$ cat src/rtl/bip_pkg.sv
// Shared definitions for the BIP fetch/control slice: widths, opcodes,
// datapath select encodings, FSM states and the decoded control word.
package bip_pkg;

  localparam int PC_W_DEF    = 11;
  localparam int INSTR_W_DEF = 16;
  localparam int CNT_W_DEF   = 16;
  localparam int OPC_W       = 5;

  localparam logic [OPC_W-1:0] OP_HALT = 5'b00000;
  localparam logic [OPC_W-1:0] OP_STO  = 5'b00001;
  localparam logic [OPC_W-1:0] OP_LD   = 5'b00010;
  localparam logic [OPC_W-1:0] OP_LDI  = 5'b00011;
  localparam logic [OPC_W-1:0] OP_ADD  = 5'b00100;
  localparam logic [OPC_W-1:0] OP_ADDI = 5'b00101;
  localparam logic [OPC_W-1:0] OP_SUB  = 5'b00110;
  localparam logic [OPC_W-1:0] OP_SUBI = 5'b00111;

  localparam logic [1:0] SEL_RAM = 2'b00;
  localparam logic [1:0] SEL_IMM = 2'b01;
  localparam logic [1:0] SEL_ALU = 2'b10;

  localparam logic ALU_ADD = 1'b0;
  localparam logic ALU_SUB = 1'b1;

  typedef enum logic [1:0] {
    ST_ISSUE   = 2'd0,
    ST_DECODE  = 2'd1,
    ST_EXECUTE = 2'd2,
    ST_HALTED  = 2'd3
  } state_t;

  // Bit order (MSB first) is the order the strobes leave the fetch unit.
  typedef struct packed {
    logic       wr_acc;
    logic [1:0] sel_a;
    logic       sel_b;
    logic       alu_op;
    logic       rd_ram;
    logic       wr_ram;
    logic       illegal;
  } ctrl_t;

  localparam ctrl_t CTRL_NONE = '0;

endpackage

$ cat src/rtl/bip_fetch_control_if.sv
// Program-memory port plus datapath control strobes of the BIP fetch unit.
// master = fetch/control unit, slave = program memory and datapath side.
interface bip_fetch_control_if #(
  parameter int PC_W    = bip_pkg::PC_W_DEF,
  parameter int INSTR_W = bip_pkg::INSTR_W_DEF
);
  logic [PC_W-1:0]    prog_addr;
  logic [INSTR_W-1:0] prog_data;
  logic [PC_W-1:0]    operand;
  logic               wr_acc;
  logic [1:0]         sel_a;
  logic               sel_b;
  logic               alu_op;
  logic               rd_ram;
  logic               wr_ram;

  modport master (
    output prog_addr, operand, wr_acc, sel_a, sel_b, alu_op, rd_ram, wr_ram,
    input  prog_data
  );

  modport slave (
    input  prog_addr, operand, wr_acc, sel_a, sel_b, alu_op, rd_ram, wr_ram,
    output prog_data
  );
endinterface

$ cat src/rtl/bip_decoder.sv
// Purely combinational opcode decoder producing the BIP datapath control word.
module bip_decoder
  import bip_pkg::*;
(
  input  logic [OPC_W-1:0] opcode,
  output ctrl_t            ctrl
);

  always_comb begin
    ctrl = CTRL_NONE;
    case (opcode)
      OP_HALT: ctrl = CTRL_NONE;
      OP_STO:  ctrl.wr_ram = 1'b1;
      OP_LD: begin
        ctrl.rd_ram = 1'b1;
        ctrl.wr_acc = 1'b1;
        ctrl.sel_a  = SEL_RAM;
      end
      OP_LDI: begin
        ctrl.wr_acc = 1'b1;
        ctrl.sel_a  = SEL_IMM;
      end
      OP_ADD: begin
        ctrl.rd_ram = 1'b1;
        ctrl.wr_acc = 1'b1;
        ctrl.sel_a  = SEL_ALU;
        ctrl.sel_b  = 1'b0;
        ctrl.alu_op = ALU_ADD;
      end
      OP_ADDI: begin
        ctrl.wr_acc = 1'b1;
        ctrl.sel_a  = SEL_ALU;
        ctrl.sel_b  = 1'b1;
        ctrl.alu_op = ALU_ADD;
      end
      OP_SUB: begin
        ctrl.rd_ram = 1'b1;
        ctrl.wr_acc = 1'b1;
        ctrl.sel_a  = SEL_ALU;
        ctrl.sel_b  = 1'b0;
        ctrl.alu_op = ALU_SUB;
      end
      OP_SUBI: begin
        ctrl.wr_acc = 1'b1;
        ctrl.sel_a  = SEL_ALU;
        ctrl.sel_b  = 1'b1;
        ctrl.alu_op = ALU_SUB;
      end
      // Undefined opcodes behave as a NOP that flags itself.
      default: ctrl.illegal = 1'b1;
    endcase
  end

endmodule

$ cat src/rtl/bip_fetch_control.sv
// BIP instruction fetch and control: owns PC/IR, runs the 3-cycle
// ISSUE/DECODE/EXECUTE sequence and gates decoded strobes into EXECUTE.
module bip_fetch_control
  import bip_pkg::*;
#(
  parameter int PC_W    = PC_W_DEF,
  parameter int INSTR_W = INSTR_W_DEF,
  parameter int CNT_W   = CNT_W_DEF
) (
  input  logic                clk,
  input  logic                rst,
  input  logic                enable,
  bip_fetch_control_if.master bus,
  output logic                illegal,
  output logic                halted,
  output logic [CNT_W-1:0]    instr_count
);

  localparam int CTRL_W = $bits(ctrl_t);

  state_t             state_reg, state_next;
  logic [PC_W-1:0]    pc_reg, pc_next;
  logic [INSTR_W-1:0] ir_reg, ir_next;
  logic [CNT_W-1:0]   cnt_reg, cnt_next;
  logic               exec_en;

  ctrl_t              ctrl_dec;
  ctrl_t              ctrl_out;
  logic [CTRL_W-1:0]  dec_bits;
  logic [CTRL_W-1:0]  out_bits;

  always_ff @(posedge clk or negedge rst) begin
    if (!rst) begin
      state_reg <= ST_ISSUE;
      pc_reg    <= '0;
      ir_reg    <= '0;
      cnt_reg   <= '0;
    end else begin
      state_reg <= state_next;
      pc_reg    <= pc_next;
      ir_reg    <= ir_next;
      cnt_reg   <= cnt_next;
    end
  end

  // Everything holds while enable is low; a stalled EXECUTE simply re-runs
  // on the first enabled cycle, which is also the only one that retires it.
  always_comb begin
    state_next = state_reg;
    pc_next    = pc_reg;
    ir_next    = ir_reg;
    cnt_next   = cnt_reg;
    exec_en    = 1'b0;
    case (state_reg)
      ST_ISSUE: begin
        if (enable) state_next = ST_DECODE;
      end
      ST_DECODE: begin
        if (enable) begin
          ir_next    = bus.prog_data;
          pc_next    = pc_reg + PC_W'(1);
          state_next = ST_EXECUTE;
        end
      end
      ST_EXECUTE: begin
        if (enable) begin
          exec_en = 1'b1;
          if (cnt_reg != {CNT_W{1'b1}}) cnt_next = cnt_reg + CNT_W'(1);
          state_next = (ir_reg[INSTR_W-1 -: OPC_W] == OP_HALT) ? ST_HALTED : ST_ISSUE;
        end
      end
      ST_HALTED: state_next = ST_HALTED;
      default:   state_next = ST_ISSUE;
    endcase
  end

  bip_decoder u_decoder (
    .opcode (ir_reg[INSTR_W-1 -: OPC_W]),
    .ctrl   (ctrl_dec)
  );

  assign dec_bits = ctrl_dec;

  generate
    for (genvar gi = 0; gi < CTRL_W; gi++) begin : g_gate
      assign out_bits[gi] = dec_bits[gi] & exec_en;
    end
  endgenerate

  assign ctrl_out = ctrl_t'(out_bits);

  assign bus.prog_addr = pc_reg;
  assign bus.operand   = ir_reg[PC_W-1:0];
  assign bus.wr_acc    = ctrl_out.wr_acc;
  assign bus.sel_a     = ctrl_out.sel_a;
  assign bus.sel_b     = ctrl_out.sel_b;
  assign bus.alu_op    = ctrl_out.alu_op;
  assign bus.rd_ram    = ctrl_out.rd_ram;
  assign bus.wr_ram    = ctrl_out.wr_ram;
  assign illegal       = ctrl_out.illegal;
  assign halted        = (state_reg == ST_HALTED);
  assign instr_count   = cnt_reg;

endmodule

$ cat src/flat_wrapper.sv
// flat-port wrapper written by rule: the top's interface ports become plain ports
module bip_fetch_control_flat import bip_pkg::*;
#(
  parameter int PC_W    = PC_W_DEF,
  parameter int INSTR_W = INSTR_W_DEF,
  parameter int CNT_W   = CNT_W_DEF
)
  (clk, rst, enable, illegal, halted, instr_count, bus_prog_addr, bus_operand, bus_wr_acc, bus_sel_a, bus_sel_b, bus_alu_op, bus_rd_ram, bus_wr_ram, bus_prog_data);
  bip_fetch_control_if #(.PC_W(PC_W), .INSTR_W(INSTR_W)) bus_i ();
  input  logic clk;
  input  logic rst;
  input  logic enable;
  output logic illegal;
  output logic halted;
  output logic [CNT_W-1:0] instr_count;
  output wire logic [$bits(bus_i.prog_addr)-1:0] bus_prog_addr;
  output wire logic [$bits(bus_i.operand)-1:0] bus_operand;
  output wire logic [$bits(bus_i.wr_acc)-1:0] bus_wr_acc;
  output wire logic [$bits(bus_i.sel_a)-1:0] bus_sel_a;
  output wire logic [$bits(bus_i.sel_b)-1:0] bus_sel_b;
  output wire logic [$bits(bus_i.alu_op)-1:0] bus_alu_op;
  output wire logic [$bits(bus_i.rd_ram)-1:0] bus_rd_ram;
  output wire logic [$bits(bus_i.wr_ram)-1:0] bus_wr_ram;
  input wire logic [$bits(bus_i.prog_data)-1:0] bus_prog_data;
  assign bus_prog_addr = bus_i.prog_addr;
  assign bus_operand = bus_i.operand;
  assign bus_wr_acc = bus_i.wr_acc;
  assign bus_sel_a = bus_i.sel_a;
  assign bus_sel_b = bus_i.sel_b;
  assign bus_alu_op = bus_i.alu_op;
  assign bus_rd_ram = bus_i.rd_ram;
  assign bus_wr_ram = bus_i.wr_ram;
  assign bus_i.prog_data = bus_prog_data;
  bip_fetch_control #(.PC_W(PC_W), .INSTR_W(INSTR_W), .CNT_W(CNT_W)) u_core (.clk(clk), .rst(rst), .enable(enable), .bus(bus_i), .illegal(illegal), .halted(halted), .instr_count(instr_count));
endmodule
$ cat config.mk
export PLATFORM = sky130hd
export DESIGN_NAME = bip_fetch_control_flat
export DESIGN_NICKNAME = d
export VERILOG_FILES = /design/src/rtl/bip_pkg.sv /design/src/rtl/bip_fetch_control_if.sv /design/src/rtl/bip_decoder.sv /design/src/rtl/bip_fetch_control.sv /design/src/flat_wrapper.sv
export SDC_FILE = /design/constraint.sdc
export NUM_CORES = 1
export LEC_CHECK = 0
export ABC_AREA = 1
export CAP_MARGIN = 20
export CORE_MARGIN = 2
export CORE_UTILIZATION = 42
export CTS_BUF_LIST = sky130_fd_sc_hd__clkbuf_2 sky130_fd_sc_hd__clkbuf_4 sky130_fd_sc_hd__clkbuf_8
export CTS_CLUSTER_SIZE = 16
export DETAILED_ROUTE_END_ITERATION = 6
export GPL_ROUTABILITY_DRIVEN = 1
export PLACE_DENSITY = 0.74
export REMOVE_ABC_BUFFERS = 1
export SYNTH_ARGS = -nofsm -noshare
export SYNTH_HDL_FRONTEND = slang
export SYNTH_HIERARCHICAL = 1
export SYNTH_SLANG_ARGS = --single-unit
$ cat constraint.sdc
create_clock -name clk -period 1.4 [get_ports clk]
set_input_delay 0.28 -clock clk [delete_from_list [all_inputs] [get_ports clk]]
set_output_delay 0.28 -clock clk [all_outputs]
set_load 0.05 [all_outputs]
==> Yosys cells after proc, flatten, opt, wreduce, memory -nomap -nowiden <==
Index checks and enable logic that the tools add are counted.
Widths: inputs -> output; s select.
{ "totals": {"latchBits": 0, "register_bits": 45, "rom_bits": 0, "inputBits": 19, "n_memories": 0, "elab_cells": 48, "mem_bits_rw": 0} }
{ "op_classes": {"n_addsub": 2, "muxes": 12, "n_shift": 0, "multipliers": 0, "n_eq_ne": 14, "n_reduce_logical": 8, "div": 0, "bitwise": 8, "order_cmp": 0} }
{ "ops": {"columns": ["op", "count"], "rows": [
  ["$eq 5x3->1 const B", 4],
  ["$add 16x1->16 const B", 1],
  ["$ne 16x16->1 const B", 1],
  ["$add 11x1->11 const B", 1],
  ["$eq 5x2->1 const B", 2],
  ["$pmux 3 s3", 1],
  ["$and 1x1->1", 8],
  ["$mux 2", 4],
  ["$pmux 2 s4", 1],
  ["$reduce_or 8->1", 1],
  ["$ne 2x2->1 const B", 3],
  ["$pmux 2 s3", 1],
  ["$reduce_and 3->1", 2],
  ["$eq 5x1->1 const B", 1],
  ["$logic_not 5->1", 1],
  ["$mux 1", 5],
  ["$eq 2x2->1 const B", 2],
  ["$reduce_or 4->1", 1],
  ["$reduce_or 3->1", 1],
  ["$eq 2x1->1 const B", 1],
  ["$logic_not 2->1", 1],
  ["$reduce_and 2->1", 1]
]} }

==> Logic depth before layout (Yosys ltp) <==
{ "depth": {"ltp_word": 4, "ltp_mapped": 9, "depth_no_buf": 9} }

==> Modules after synthesis <==
Netlist, hierarchy kept.
{ "modules_own_cells": {"columns": ["module", "cells_per_inst", "seq_area_each_um2", "instances", "area_each_um2"], "rows": [
  ["bip_fetch_control", 265, 1126.1, 1, 2406.1],
  ["bip_decoder", 18, 0.0, 1, 70.1]
]} }

==> Worst setup path after synthesis <==
Ideal clock, no wire load.
{ "synth_path": {"kind": "reg2reg", "startpoint": "register u_core.cnt_reg[0] (netlist: u_core/instr_count[0])", "endpoint": "register u_core.cnt_reg[13] (netlist: u_core/instr_count[13])", "arrival_ns": 1.691, "synth_period_minus_slack_ns": 1.809, "path_stages_with_launch": 10, "setup_slack_ns": -0.409, "cell_sequence": "dfrtp_1 > ha_1 > inv_2 > nor2_4 > nand2_4 > nor2_4 > nor2_4 > buf_6 > nand2_1 > nand2_1"} }
{ "synth_between": {"elab_chain_len": 2, "word_cells_on_any_way": 3} }
{ "synth_lines": {"columns": ["element", "line_no", "source"], "rows": [
  ["start: declaration", "bip_fetch_control.sv:24", "logic [CNT_W-1:0] cnt_reg, cnt_next;"],
  ["start signal: assignment", "bip_fetch_control.sv:42", "cnt_reg <= cnt_next;"],
  ["parallel branches: the longest is 2 deep, another holds $add 16x1->16", null, null]
]} }
Parallel ways; which one is timed is not known.
A chain may end at the register's enable or synchronous reset.

==> flow_metrics.tcl <==
set metrics [dict create \
    status "finished, violations left" \
    failed_checks "negative setup slack" \
    io_buffers 65 \
    dpl.cell_count 436 \
    start_kind "flip-flop" \
    cap_viol_max_count 0 \
    arrival_ps 1450 \
    startpoint "u_core/ir_reg[14]" \
    worstReg2RegStart "u_core/state_reg[0]" \
    p_seq_frac 0.501 \
    async_reset_ff_frac 1.00 \
    dr.pass1.iters 4 \
    ir_drop_mv 0.439 \
    crit_end "bus_sel_b" \
    fmax_mhz 579 \
    pwr-share-clk 0.309 \
    layout.nets 396 \
    placed_area_mm2 0.00383 \
    dr_total_vias 2141 \
    drc_errors 0 \
    via_per_inst 4.78 \
    totalWireLength_um 6020 \
    ys_top_cells_by_area "dfrtp_1 (45%), nand2_1 (10%), mux2_2 (7.7%), inv_1 (5.0%), nor2_1 (4.7%)" \
    fin_crit_ps 1730 \
    swShare 0.273 \
    ys_ff_latch 45 \
    synth_enable_flop_cells 0 \
    core-area_mm2 0.00561 \
    die_w_um 80.8 \
    finalCritPeriodShare 1.23 \
    synth_warnings 6 \
    ios 66 \
    synth_area_mm2 0.00248 \
    clk_pin_slew_ps 90 \
    netlist-cell-type-count 27 \
    grt_pass1_vias 2214 \
    criticalPathCategory "reg2out" \
    area_growth_pct 63.4 \
    synth_area_per_cell_um2 8.75 \
    setup-violations-final 20 \
    cp-end-kind "output port" \
    grt_pass1_wl_um 10300 \
    max_slew_margin 0.792 \
    final_cell_mix "nand2_1 (64), buf_12 (50), dfrtp_1 (44)" \
    htreeDepth 2 \
    layout_commonest_cell "nand2_1" \
    p_sw_mw 0.735 \
    power.density_mw_per_mm2 667 \
    drv_slew 0 \
    tightest_slew_ps 311 \
    r2r_end "u_core/instr_count[14]" \
    stdcell_count 448 \
    yosys.area.top_type_share 0.455 \
    n_fill_cell 390 \
    ys_seq_area_frac 0.455 \
    hpwl_um 4460 \
    power_leakage_nw 1.89 \
    r2r_slack_ps -40 \
    grt_max_degree 46 \
    drtIter0Drc 164 \
    cts_tree "yes" \
    layout-drive-gt1-share 0.412 \
    required_ps 1120 \
    postLayoutSetupSlackWorst_ps -326 \
    cts_root_buf "clkbuf_8" \
    clock_path_buffers 2 \
    syn-instance-count 283 \
    postRouteAntennaNets 0 \
    cts_buffers 5 \
    track_usage 0.201 \
    p_int_mw 1.96 \
    rr_worst_depth 7 \
    antenna_found_initial 0 \
    gp_congestion 0.824 \
    drt-wirelength-per-cell_um 13.4 \
    yosys_most_used_dff "dfrtp_1" \
    synth_top_cell_by_area "dfrtp_1" \
    p_comb_frac 0.190 \
    hp-class "in2async" \
    clock_latency_ps 290 \
    rsz0062_at_grt "true" \
    start_util 0.442 \
    rows 27 \
    fp.dieArea_mm2 0.00653 \
    finClkSkew_ps 11.3 \
    path_max_fanout 3 \
    num_antenna_cells 0 \
    fin_area_mm2 0.00405 \
    cts.sinks 45 \
    die_h_um 80.8 \
    grt_remaining_overflow 0 \
    hold_violations 0 \
]
## power by group through the flow
stage	logic, mW	registers, mW	clock network, mW
floorplan	0.0901	1.49	0
global placement	0.495	1.37	0
detailed placement	0.509	1.38	0
CTS	0.513	1.35	0.861
global route	0.547	1.35	0.913
finish	0.512	1.35	0.835
## synth_stat cells (2+ instances only)
cell type,n
nand2_1,69
buf_4,12
nand4_1,6
dfrtp_1,45
mux2_2,17
nor2_4,6
o21ai_0,5
a21oi_1,2
o21ai_2,6
buf_6,2
xor2_1,8
inv_2,3
nor2_1,31
ha_1,2
inv_1,33
nand2_2,4
nand3_1,12
xnor2_1,8
nor2_2,4
## final cells by class
| cell class | count | area [µm²] | share of cell area |
|---|---|---|---|
| timing repair buffer | 98 | 1420 | 0.350 |
| multi-input combinational | 189 | 1180 | 0.293 |
| sequential | 45 | 1130 | 0.279 |
| inverter | 36 | 135 | 0.0334 |
| tap | 72 | 90.1 | 0.0223 |
| clock buffer | 7 | 83.8 | 0.0207 |
| clock inverter | 1 | 7.51 | 0.00186 |
## cells by family after synthesis
logic type	synth area share
compound gates	0.0470
xor+xnor	0.0566
fa+ha+maj	0.0101
buf+inv	0.102
flops	0.455
mux	0.0773
simple gates	0.252
## worst min-delay path by stage
stage	from	to	slack (ps)	cells past startpoint
global route	rst	u_core/ir_reg[2]	550	3
detailed placement	rst	u_core/ir_reg[1]	290	2
floorplan	rst	u_core/bus.prog_addr[0]	-20	0
CTS	rst	u_core/ir_reg[9]	500	3
global placement	rst	u_core/ir_reg[3]	290	2
finish	rst	u_core/ir_reg[1]	520	3
## through the flow
step	util	power [mW]	hold slack, ps	setup WS [ps]	setup TNS [ps]
after floorplan	-	1.58	-15.6	-358	-8110
after global placement	0.684	1.87	286	-259	-9610
after detailed placement	0.684	1.89	291	-272	-10080
final	0.722	2.70	522	-326	-2180
after global routing	0.722	2.81	548	-424	-5240
after CTS	0.710	2.72	504	-278	-1980
## critical path: stages (launching register included)
cell and delay [ps]:
dfrtp_1 420, nor2_4 160, nand2_2 90, nor2_1 110, inv_1 80, nor2_2 160
buf_12 150
## timing repair
item                                    in CTS  in global routing
hold buffers                                 1                  0
resized for setup                           14                 19
hold endpoints to repair                    45                  0
gates cloned                                 1                  1
endpoints found under the setup margin      15                 39
setup buffers                                0                  1
pin swaps                                    6                  4
## routing by layer
metal	track usage	vias up	wire length, µm
met2	0.348	52	3130
met4	0.0475	0	29
met3	0.0422	2	303
met1	0.261	1028	2550
met5	0	-	0
li1	-	1059	-
Note: power is estimated with default switching activity, not from simulation.
